File: src/rtl/tri_bounds_classify_pkg.sv
// tri_bounds_classify_pkg: shared types, outcode layout and reset clip bounds
package tri_bounds_classify_pkg;
  typedef enum logic [1:0] {CLS_ACCEPT = 2'd0, CLS_CLIP = 2'd1, CLS_REJECT = 2'd2} tri_class_e;
  localparam int AXES = 3;
  localparam int AX_X = 0;
  localparam int AX_Y = 1;
  localparam int AX_Z = 2;
  localparam int OC_W = 6;
  localparam int OC_XMIN = 0;
  localparam int OC_XMAX = 1;
  localparam int OC_YMIN = 2;
  localparam int OC_YMAX = 3;
  localparam int OC_ZMIN = 4;
  localparam int OC_ZMAX = 5;
  localparam int XMIN_DEF = -1000;
  localparam int XMAX_DEF = 1000;
  localparam int YMIN_DEF = -1000;
  localparam int YMAX_DEF = 1000;
  localparam int ZMIN_DEF = -1000;
  localparam int ZMAX_DEF = 1000;
  function automatic int bound_def(input int i);
    return i == OC_XMIN ? XMIN_DEF : i == OC_XMAX ? XMAX_DEF :
           i == OC_YMIN ? YMIN_DEF : i == OC_YMAX ? YMAX_DEF :
           i == OC_ZMIN ? ZMIN_DEF : ZMAX_DEF;
  endfunction
  function automatic tri_class_e classify(input logic [OC_W-1:0] any_oc, input logic [OC_W-1:0] all_oc);
    return all_oc != '0 ? CLS_REJECT : any_oc != '0 ? CLS_CLIP : CLS_ACCEPT;
  endfunction
endpackage

File: src/rtl/tri_bounds_classify_vertex_outcode.sv
// vertex_outcode: strict signed compare of one vertex against six clip bounds
module vertex_outcode
  import tri_bounds_classify_pkg::*;
#(
  parameter int COORD_W = 16
) (
  input  logic [AXES*COORD_W-1:0]   vtx,
  input  logic [OC_W*COORD_W-1:0]   bounds,
  output logic [OC_W-1:0]           oc
);
  logic signed [COORD_W-1:0] p [AXES];
  logic signed [COORD_W-1:0] b [OC_W];
  for (genvar a = 0; a < AXES; a++) begin : g_p
    assign p[a] = vtx[a*COORD_W +: COORD_W];
  end
  for (genvar i = 0; i < OC_W; i++) begin : g_b
    assign b[i] = bounds[i*COORD_W +: COORD_W];
  end
  assign oc[OC_XMIN] = p[AX_X] < b[OC_XMIN];
  assign oc[OC_XMAX] = p[AX_X] > b[OC_XMAX];
  assign oc[OC_YMIN] = p[AX_Y] < b[OC_YMIN];
  assign oc[OC_YMAX] = p[AX_Y] > b[OC_YMAX];
  assign oc[OC_ZMIN] = p[AX_Z] < b[OC_ZMIN];
  assign oc[OC_ZMAX] = p[AX_Z] > b[OC_ZMAX];
endmodule

File: src/rtl/tri_bounds_classify.sv
// tri_bounds_classify: two-stage streaming triangle outcode/classify with culling and stats
module tri_bounds_classify
  import tri_bounds_classify_pkg::*;
#(
  parameter int COORD_W   = 16,
  parameter int NUM_VERTS = 3,
  parameter int CNT_W     = 16
) (
  input  logic                              clk,
  input  logic                              rst,
  input  logic                              in_valid,
  output logic                              in_ready,
  input  logic [NUM_VERTS*AXES*COORD_W-1:0] in_tri,
  output logic                              out_valid,
  input  logic                              out_ready,
  output logic [NUM_VERTS*AXES*COORD_W-1:0] out_tri,
  output logic [1:0]                        out_class,
  output logic [NUM_VERTS*OC_W-1:0]         out_outcodes,
  input  logic                              cull_en,
  input  logic                              cfg_we,
  input  logic [2:0]                        cfg_sel,
  input  logic [COORD_W-1:0]                cfg_data,
  input  logic                              stat_clr,
  output logic [CNT_W-1:0]                  cnt_accept,
  output logic [CNT_W-1:0]                  cnt_clip,
  output logic [CNT_W-1:0]                  cnt_reject
);
  localparam int TW = NUM_VERTS*AXES*COORD_W;
  localparam int OW = NUM_VERTS*OC_W;
  logic [OC_W*COORD_W-1:0] bounds;
  logic [OW-1:0]           in_oc, s1_oc;
  logic [TW-1:0]           s1_tri;
  logic                    s1_v, s2_v, s2_cull, s2_adv, retire;
  logic [OC_W-1:0]         any_oc, all_oc;
  tri_class_e              s1_cls, s2_cls;
  for (genvar v = 0; v < NUM_VERTS; v++) begin : g_vtx
    vertex_outcode #(.COORD_W(COORD_W)) u_oc (
      .vtx   (in_tri[v*AXES*COORD_W +: AXES*COORD_W]),
      .bounds(bounds),
      .oc    (in_oc[v*OC_W +: OC_W])
    );
  end
  // new bounds apply to triangles captured after the write edge
  always_ff @(posedge clk)
    for (int i = 0; i < OC_W; i++)
      if (rst) bounds[i*COORD_W +: COORD_W] <= COORD_W'(bound_def(i));
      else if (cfg_we && cfg_sel == 3'(i)) bounds[i*COORD_W +: COORD_W] <= cfg_data;
  always_comb begin
    any_oc = '0;
    all_oc = '1;
    for (int v = 0; v < NUM_VERTS; v++) begin
      any_oc |= s1_oc[v*OC_W +: OC_W];
      all_oc &= s1_oc[v*OC_W +: OC_W];
    end
    s1_cls = classify(any_oc, all_oc);
  end
  assign s2_adv    = !s2_v || out_ready || s2_cull;
  assign in_ready  = !s1_v || s2_adv;
  assign out_valid = s2_v && !s2_cull;
  assign out_class = s2_cls;
  assign retire    = s2_v && (out_ready || s2_cull);
  always_ff @(posedge clk)
    if (rst) begin
      s1_v         <= 1'b0;
      s1_tri       <= '0;
      s1_oc        <= '0;
      s2_v         <= 1'b0;
      s2_cull      <= 1'b0;
      s2_cls       <= CLS_ACCEPT;
      out_tri      <= '0;
      out_outcodes <= '0;
    end else begin
      if (in_ready) s1_v <= in_valid;
      if (in_ready && in_valid) begin
        s1_tri <= in_tri;
        s1_oc  <= in_oc;
      end
      if (s2_adv) begin
        s2_v    <= s1_v;
        s2_cull <= s1_v && cull_en && s1_cls == CLS_REJECT;
      end
      if (s2_adv && s1_v) begin
        s2_cls       <= s1_cls;
        out_tri      <= s1_tri;
        out_outcodes <= s1_oc;
      end
    end
  // clear beats a coincident retire; counts stick at all-ones
  always_ff @(posedge clk)
    if (rst || stat_clr) begin
      cnt_accept <= '0;
      cnt_clip   <= '0;
      cnt_reject <= '0;
    end else begin
      cnt_accept <= cnt_accept + CNT_W'(retire && s2_cls == CLS_ACCEPT && cnt_accept != '1);
      cnt_clip   <= cnt_clip   + CNT_W'(retire && s2_cls == CLS_CLIP   && cnt_clip   != '1);
      cnt_reject <= cnt_reject + CNT_W'(retire && s2_cls == CLS_REJECT && cnt_reject != '1);
    end
endmodule

File: config.mk
export PLATFORM = sky130hd
export DESIGN_NAME = tri_bounds_classify
export DESIGN_NICKNAME = d
export VERILOG_FILES = /design/src/rtl/tri_bounds_classify_pkg.sv /design/src/rtl/tri_bounds_classify_vertex_outcode.sv /design/src/rtl/tri_bounds_classify.sv
export SDC_FILE = /design/constraint.sdc
export NUM_CORES = 1
export LEC_CHECK = 0
export CORE_MARGIN = 2
export CORE_UTILIZATION = 30
export DETAILED_ROUTE_END_ITERATION = 7
export DONT_BUFFER_PORTS = 1
export SKIP_LAST_GASP = 1
export SYNTH_ARGS = -nofsm -noshare
export SYNTH_HDL_FRONTEND = slang
export SYNTH_SLANG_ARGS = --single-unit
File: constraint.sdc
create_clock -name clk -period 3.6 [get_ports clk]
set_clock_uncertainty 0.05 [all_clocks]
set_input_delay 0.72 -clock clk [delete_from_list [all_inputs] [get_ports clk]]
set_output_delay 0.72 -clock clk [all_outputs]
set_load 0.01 [all_outputs]
Word-level counts from Yosys, hierarchy flattened
Index checks and enable logic that the tools add are counted.
{ "word_totals": {"reg_bits": 473, "inputBits": 170, "out_inout_bits": 214, "word_cells": 85} }
{ "op_classes": {"n_addsub": 3, "magnitude_cmp": 18, "eq_ne": 11, "n_mux": 2, "bitwise_logic": 4, "reduce_logical": 30} }
{ "op_table": {"columns": ["operator", "count"], "rows": [
  ["16-bit greater-than comparator", 9],
  ["16-bit less-than comparator", 9],
  ["16-bit by 1-bit adder with 16-bit output", 3],
  ["16-bit != test, second input constant", 3],
  ["1-bit logical AND", 18],
  ["6-bit AND", 2],
  ["6-bit OR", 2],
  ["6-bit nonzero test", 2],
  ["3-bit by 2-bit == test with 1-bit output, second input constant", 2],
  ["3-bit == test, second input constant", 2],
  ["1-bit logical OR", 5],
  ["2-bit == test, second input constant", 2],
  ["3-bit by 1-bit == test with 1-bit output, second input constant", 1],
  ["1-bit zero test", 3],
  ["3-bit zero test", 1],
  ["2-bit by 1-bit == test with 1-bit output, second input constant", 1],
  ["2-bit zero test", 1],
  ["2-bit 2-to-1 mux", 1],
  ["1-bit 2-to-1 mux", 1]
]} }

Logic depth before layout (Yosys ltp)
Gate-level depths: netlist of run 1.
{ "depth": {"word_depth": 7, "depth_mapped": 11, "ltp_nobuf": 11} }

By module
Synthesis of run 1 repeated with hierarchy kept, for this count alone.
{ "unflattened": {"cells_unflattened": 3127, "area_unflattened_um2": 23965.5} }
{ "by_module_without_submodules": {"columns": ["module", "n_inst", "cells_per_inst", "area_per_inst_um2", "seq_area_each_um2"], "rows": [
  ["tri_bounds_classify", 1, 2119, 16916.2, 9469.1],
  ["vertex_outcode", 3, 336, 2349.8, 0.0]
]} }

Worst setup path before layout of run 1
OpenSTA, ideal clock, no wires.
{ "synth_path": {"kind": "input port to flip-flop", "start": "input out_ready", "end": "register cnt_reject[8]", "setup_time_ps": 128, "arrival_time_ps": 2039, "required_ps": 3422, "path_slack_ps": 1383, "cell_stages": 8, "n_path_buf": 0, "cell_sequence": "o21ai_0 -> nor4b_1 -> ha_1 -> ha_1 -> nand2_1 -> nor3_1 -> xnor2_1 -> nor2_1"} }
{ "synth_between": {"elab_chain_cells": 5} }
{ "synth_rtl": {"columns": ["element", "line", "rtl"], "rows": [
  ["from (decl)", "tri_bounds_classify.sv:15", "input logic out_ready,"],
  ["1-bit logical OR", "tri_bounds_classify.sv:61", "assign retire = s2_v && (out_ready || s2_cull);"],
  ["1-bit logical AND", "tri_bounds_classify.sv:61", null],
  ["1-bit logical AND (2 in a row)", "tri_bounds_classify.sv:97", "cnt_reject <= cnt_reject + CNT_W'(retire && s2_cls == CLS_REJECT && cnt_reject != '1);"],
  ["16-bit by 1-bit adder with 16-bit output", "tri_bounds_classify.sv:97", null],
  ["to (signal assigned)", "tri_bounds_classify.sv:97", null],
  ["to (decl)", "tri_bounds_classify.sv:26", "output logic [CNT_W-1:0] cnt_reject"]
]} }
No other way between the ends.
A chain may end at the register's enable or synchronous reset.

Worst setup path in the final report of run 1
{ "layout_path": {"start": "register cnt_reject[6]", "end": "register cnt_reject[10]"} }
{ "layout_between": {"elab_chain_cells": 3} }
{ "layout_rtl": {"columns": ["element", "line"], "rows": [
  ["16-bit != test", "tri_bounds_classify.sv:97"],
  ["1-bit logical AND", "tri_bounds_classify.sv:97"],
  ["16-bit by 1-bit adder with 16-bit output *", "tri_bounds_classify.sv:97"]
]} }
Every way passes the cells marked *; elsewhere a longest branch is shown, timed or not.

==> results.py, run 1 <==
metrics = {
    "status": {
        "status": "finished, final reports clean",
    },
    "yosys": {
        "avgSynthCellArea_um2": 8.07,
        "synth_edf_count": 0,
        "ys_warn_count": 0,
        "ys_types": 56,
        "syn_nets": 3339,
        "seq_area_frac_synth_pct": 40.7,
        "synth_cells": 2881,
        "async_flop_share_pct": 0,
        "synth-seq-cells": 473,
        "syn_area_mm2": 0.0232,
        "ys.flop_type": "dfxtp_1",
    },
    "cells_and_area": {
        "finalCoreUtilization_pct": 33.7,
        "fin_area_mm2": 0.0260,
        "drive_gt1_share_pct": 4.20,
        "fillerInstances": 8209,
        "syn2layout_area_growth_pct": 11.9,
        "finalNetCount": 3271,
        "num_antenna_cells": 0,
    },
    "worst_setup_path": {
        "crit_fanout": 6,
        "startpoint": "cnt_reject[6]$_SDFF_PP0_",
        "cp.required_ns": 4.01,
        "cp_top_family": "simple AND/OR/NAND/NOR gates",
        "start_kind": "flip-flop",
        "critPathMaxStageDelay_ns": 0.52,
        "crit_path_cell_trace": "and4_1 > nand3_1 > nor4_1 > nor4b_1 > ha_1 > ha_1 > and3_1 > and3b_1 > xnor2_1 > nor2_1",
        "r2r_slack_ns": 0.84,
        "slowest_stage": "nor4_1",
        "crit_path_end": "cnt_reject[10]$_SDFF_PP0_",
        "path_class": "reg2reg",
        "crit_path_end_kind": "flip-flop",
        "arrival_ns": 3.17,
        "r2r_start": "cnt_reject[6]$_SDFF_PP0_",
        "cp.depth": 10,
        "timing.rr.end": "cnt_reject[10]$_SDFF_PP0_",
        "crit_buf_inv": 0,
        "crit_top_cell": "ha_1",
        "r2r_cells": 10,
    },
    "drt": {
        "drt_iter0_drc": 1127,
        "drc": 0,
        "antenna_left": 0,
        "wirelength_mm": 78.4,
        "wl_per_cell_um": 20.1,
        "drt_pass1_iterations": 5,
        "vias_per_cell": 4.99,
        "route.vias.total": 19500,
    },
    "sta": {
        "drv_slew": 0,
        "relSlewSlack_pct": 33.7,
        "period_share_pct": 76.7,
        "tightest_slew_ns": 0.984,
        "tns_ns": 0,
        "fmax_mhz": 362,
        "period_needed_ns": 2.76,
        "finalSetupViolCount": 0,
        "hold_viol_final": 0,
        "rsz0062_at_grt": "false",
    },
    "clock_network": {
        "cts_sinks": 473,
        "post_cts_buffers": 0,
        "clk_pin_slew_worst_paths_ns": 0.07,
        "cts-root-buf": "clkbuf_16",
        "clk_latency_ns": 0.61,
        "cts_hold_buf": 0,
        "cts_tree": "yes",
        "h-tree-depth": 2,
        "numCtsBuffers": 54,
        "clk_path_buf_depth": 3,
        "cts_resized": 0,
    },
    "floorplan": {
        "num_rows": 102,
        "die_y_um": 282,
        "dieArea_mm2": 0.0797,
        "ios": 384,
        "start_util_pct": 30.1,
        "die_w_um": 282,
        "core-area_mm2": 0.0771,
    },
    "global_route": {
        "grt_overflow": 0,
        "grt_pass1_wl_mm": 115,
        "grt_max_degree": 381,
        "grt_pass1_vias": 18000,
        "antenna_found_initial": 3,
        "grt_use_total_pct": 19.0,
    },
    "placed_design": {
        "hpwlAfterDp_mm": 57.9,
        "io_buffers": 0,
        "gp_congestion": 0.880,
        "dpl_cell_area_mm2": 0.0241,
    },
    "power": {
        "peakVddDrop_uv": 478,
        "total_power_mw": 12.5,
        "p_per_area_mw_per_mm2": 482,
        "power.leakage_nw": 10.2,
    },
    "min_path": {
        "hold_path_class": "in2reg",
    },
    "job": {
        "max-cap-violations": 0,
    },
}
cell usage after synthesis, types with 3 or more instances:
master	n	area share (%)
a2111oi_0	4	0.15
ha_1	288	16
a31oi_1	8	0.22
and4_1	10	0.38
buf_2	54	1.2
nor2_1	109	1.8
nand2_1	834	13
nor4_1	14	0.38
nand2b_1	17	0.46
or2_2	3	0.081
buf_4	3	0.097
nand4_1	53	1.4
o31a_1	3	0.11
xor2_1	28	1.1
buf_6	12	0.58
buf_1	6	0.097
nand3_1	33	0.71
xnor2_1	12	0.45
and2_1	11	0.30
a21o_1	52	1.7
dfxtp_1	473	41
o2111ai_1	3	0.11
inv_1	112	1.8
a21oi_1	431	9.3
a22oi_1	3	0.097
o21ai_0	63	1.4
o211ai_1	57	1.8
and3_1	12	0.32
nor2b_1	22	0.59
nor3_1	18	0.39
a211oi_1	31	1.0
clkbuf_1	65	1.0
mux2i_1	4	0.17
layout make-up:
class / instances / area [um2] / share of cell area (%)
clock inverter: 30 / 427 / 1.64
timing repair buffer: 16 / 183 / 0.703
tap: 1040 / 1300 / 5.01
sequential: 473 / 9470 / 36.4
multi-input combinational: 2156 / 12700 / 48.8
inverter: 112 / 420 / 1.62
clock buffer: 69 / 1500 / 5.77
layout by cell type (no fill, tap or decap), types with 28 or more instances in the layout:
cell type  Yosys  layout
dfxtp_1      473     473
a211oi_1      31      31
nand3_1       33      33
nor2_1       109     109
clkbuf_16      0      55
o211ai_1      57      57
nand4_1       53      53
a21o_1        52      52
o21ai_0       63      63
inv_1        112     112
xor2_1        28      28
a21oi_1      431     431
nand2_1      834     834
ha_1         288     288
cell families (layout without fill, tap and decap cells):
kind of cell / Yosys count / after routing / share of synthesized area (%)
simple gates: 1149 / 1149 / 20.7
compound gates: 675 / 675 / 16.6
mux: 4 / 4 / 0.172
flops: 473 / 473 / 40.7
xor+xnor: 40 / 40 / 1.51
fa+ha+maj: 288 / 288 / 15.5
buf+inv: 252 / 227 / 4.80
flip-flops by register name (all words and copies together), names as in the netlist:
signal / flops
s1_v: 1
out_tri: 144
cnt_accept: 16
cnt_reject: 16
s2_v: 1
s2_cull: 1
s1_tri: 144
cnt_clip: 16
out_outcodes: 18
s1_oc: 18
out_class: 2
bounds: 96
power by group:
group | total (mW) | switching [mW] | leakage (nW) | internal [mW]
clock network | 5.96 | 2.36 | 0.938 | 3.60
registers | 5.58 | 0.157 | 3.85 | 5.42
logic | 0.994 | 0.606 | 5.45 | 0.388
worst reg2reg max path: stages (launching register included):
cell,delay (ns)
dfxtp_1,0.47
and4_1,0.28
nand3_1,0.13
nor4_1,0.52
nor4b_1,0.17
ha_1,0.28
ha_1,0.19
and3_1,0.17
and3b_1,0.19
xnor2_1,0.13
nor2_1,0.05
worst min path at each step:
stage	start	slack, ns	cells past startpoint	endpoint
finish	cfg_data[10]	0.18	2	bounds[26]$_SDFFE_PP0P_
global route	in_tri[61]	0.15	2	s1_tri[61]$_SDFFE_PP0P_
CTS	in_tri[61]	0.14	2	s1_tri[61]$_SDFFE_PP0P_
detailed placement	s1_tri[142]$_SDFFE_PP0P_	0.39	2	out_tri[142]$_SDFFE_PP0P_
global placement	s1_tri[41]$_SDFFE_PP0P_	0.39	2	out_tri[41]$_SDFFE_PP0P_
floorplan	s1_tri[0]$_SDFFE_PP0P_	0.38	2	out_tri[0]$_SDFFE_PP0P_
stage by stage:
step                hold slack, ns  setup slack (ns)  std cells
floorplan                    0.382              1.38       2881
detailed placement           0.392             0.855       3797
finish                       0.179             0.837       3896
global route                 0.148             0.724       3896
CTS                          0.136             0.846       3896
global placement             0.389             0.854       3797
per-layer routing:
layer | part of all wire, % | GRT usage [%] | wire length [um] | vias up
met2 | 44 | 30.0 | 34700 | 597
met3 | 10 | 7.46 | 8190 | 133
met5 | 0.020 | 0 | 16 | -
met1 | 42 | 23.6 | 33100 | 8993
met4 | 3.0 | 5.92 | 2360 | 2
li1 | - | - | - | 9730
Note: power is estimated with default switching activity, not from simulation.
==> inputs of run 2 (changes only) <==
==> constraint.sdc (replaced) <==
create_clock -name clk -period 2.5 [get_ports clk]
set_clock_uncertainty 0.05 [all_clocks]
set_input_delay 0.5 -clock clk [delete_from_list [all_inputs] [get_ports clk]]
set_output_delay 0.5 -clock clk [all_outputs]
set_load 0.01 [all_outputs]
==> run 2 against run 1 <==
Net effect:
- fmax rose by 15%
- via count increased by 7.1%
- non-clock buffer count up 250
- critical path depth down 2
- critical endpoint is now s1_tri[88]$_SDFFE_PP0P_
==> results.py, run 2 (synthesized netlist as in run 1, its figures left out) <==
metrics = {
    "status": {
        "status": "finished, final reports clean",
    },
    "drt": {
        "wl_per_cell_um": 20.7,
        "vias_per_cell": 5.02,
        "drc": 0,
        "wirelength_mm": 86.0,
        "drt_pass1_iterations": 5,
        "antenna_left": 0,
        "route.vias.total": 20800,
        "drt_iter0_drc": 1199,
    },
    "worst_setup_path": {
        "r2r_start": "s2_cull$_SDFFE_PP0P_",
        "crit_path_end_kind": "flip-flop",
        "r2r_slack_ns": 0.09,
        "crit_fanout": 21,
        "r2r_cells": 8,
        "arrival_ns": 2.91,
        "path_class": "reg2reg",
        "startpoint": "s2_cull$_SDFFE_PP0P_",
        "start_kind": "flip-flop",
        "cp.required_ns": 3.00,
        "timing.rr.end": "s1_tri[88]$_SDFFE_PP0P_",
    },
    "global_route": {
        "antenna_found_initial": 5,
        "grt_max_degree": 113,
        "grt_pass1_wl_mm": 127,
        "grt_overflow": 0,
        "grt_use_total_pct": 21.0,
        "grt_pass1_vias": 20000,
    },
    "floorplan": {
        "start_util_pct": 30.1,
        "die_w_um": 282,
        "core-area_mm2": 0.0771,
        "dieArea_mm2": 0.0797,
        "ios": 384,
        "num_rows": 102,
        "die_y_um": 282,
    },
    "clock_network": {
        "numCtsBuffers": 56,
        "clk_pin_slew_worst_paths_ns": 0.06,
        "post_cts_buffers": 0,
        "cts_sinks": 473,
        "cts_tree": "yes",
        "cts-root-buf": "clkbuf_16",
        "clk_latency_ns": 0.61,
        "clk_path_buf_depth": 3,
        "h-tree-depth": 2,
    },
    "sta": {
        "relSlewSlack_pct": 30.0,
        "tns_ns": 0,
        "period_share_pct": 96.3,
        "drv_slew": 0,
        "rsz0062_at_grt": "false",
        "period_needed_ns": 2.41,
        "fmax_mhz": 416,
        "layout_setup_ws_ns": 0.0933,
        "hold_viol_final": 0,
        "finalSetupViolCount": 0,
        "tightest_slew_ns": 1.05,
    },
    "cells_and_area": {
        "syn2layout_area_growth_pct": 22.6,
        "fillerInstances": 8015,
        "drive_gt1_share_pct": 5.63,
        "fin_area_mm2": 0.0285,
        "final_common_cell": "nand2_1",
        "finalCoreUtilization_pct": 37.0,
        "finalNetCount": 3523,
        "top_regs": "out_tri (144), s1_tri (144), bounds (96)",
        "regArea_mm2": 0.00947,
        "multi_input_area_mm2": 0.0127,
        "mostFrequentLayoutCells": "nand2_1, dfxtp_1, a21oi_1, ha_1, dlygate4sd3_1",
    },
    "job": {
        "max-cap-violations": 0,
    },
    "placed_design": {
        "dpl_cell_area_mm2": 0.0245,
        "io_buffers": 0,
        "hpwlAfterDp_mm": 59.1,
        "post-place-ws_ns": 0.112,
        "gp_congestion": 0.878,
    },
    "power": {
        "p_per_area_mw_per_mm2": 647,
        "total_power_mw": 18.4,
        "power.leakage_nw": 11.4,
        "peakVddDrop_uv": 481,
    },
    "min_path": {
        "hold_depth": 2,
        "hp-start": "in_tri[46]",
        "hold_path_end": "s1_tri[46]$_SDFFE_PP0P_",
        "hold_path_class": "in2reg",
    },
}
-- run 2: cell count changes in the layout (fill, tap and decap cells not counted), sizes merged --
cell	before	now
dlygate4sd3	0	198
buf	16	68
inv	113	119
clkinv	16	11
bufinv	9	5
clkbuf	69	72
diode	0	2
clkinvlp	4	5
-- run 2: worst max-delay path: stages, from the launching register on --
cell	delay, ns
dfxtp_1	0.34
nor3b_4	0.29
nand2_2	0.20
nand2_8	0.26
buf_12	0.21
buf_12	0.16
nand2_1	0.06
a21oi_1	0.16
dlygate4sd3_1	0.58
-- run 2: stage by stage --
step,hold WS (ns),cells
after floorplan,0.382,2881
after global placement,0.389,3845
after detailed placement,0.392,3845
after CTS,0.00244,4147
after global routing,0.0168,4148
final,0.0166,4149
-- run 2: what timing repair did --
item / 4_1_cts / 5_1_grt
setup endpoints to repair: 0 / 1
hold buffers: 202 / 0
gates resized for setup: 0 / 2
hold endpoints to repair: 310 / 0
-- run 2: layout make-up --
class / count / area share (%)
clock inverter: 28 / 1.12
sequential: 473 / 33.2
clock buffer: 72 / 5.48
inverter: 112 / 1.48
multi-input combinational: 2156 / 44.6
timing repair buffer: 266 / 9.54
tap: 1040 / 4.57
antenna: 2 / 0.0176
-- run 2: metal layers --
metal  track usage (%)  part of all wire (%)  vias to the layer above
li1                  -                     -                    10200
met1              26.7                    43                     9850
met2              34.3                    45                      648
met3              6.09                   8.8                      122
met4              5.92                   2.7                        6
met5                 0                 0.040                        -
-- run 2: report_power, final --
| part | internal [mW] | switching, mW |
|---|---|---|
| Combinational | 0.814 | 1.13 |
| Sequential | 7.80 | 0.226 |
| Clock | 4.94 | 3.52 |
-- run 2: how the worst max path moves through the flow --
stage | end | slack, ns | cells after the start
after global routing | s1_tri[88]$_SDFFE_PP0P_ | 0.02 | 8
after CTS | cnt_accept[14]$_SDFF_PP0_ | 0.1 | 11
final | s1_tri[88]$_SDFFE_PP0P_ | 0.09 | 8
after floorplan | cnt_accept[14]$_SDFF_PP0_ | 0.29 | 11
after global placement | cnt_reject[8]$_SDFF_PP0_ | 0.19 | 8
after detailed placement | cnt_accept[14]$_SDFF_PP0_ | 0.11 | 11
==> inputs of run 3 (changes only) <==
--- a/config.mk
+++ b/config.mk
@@ -5,6 +5,7 @@
 export SDC_FILE = /design/constraint.sdc
 export NUM_CORES = 1
 export LEC_CHECK = 0
+export CAP_MARGIN = 20
 export CORE_MARGIN = 2
 export CORE_UTILIZATION = 30
 export DETAILED_ROUTE_END_ITERATION = 7
==> results of run 3 <==
No change in the layout: final DEF, timing and power equal those of run 2.
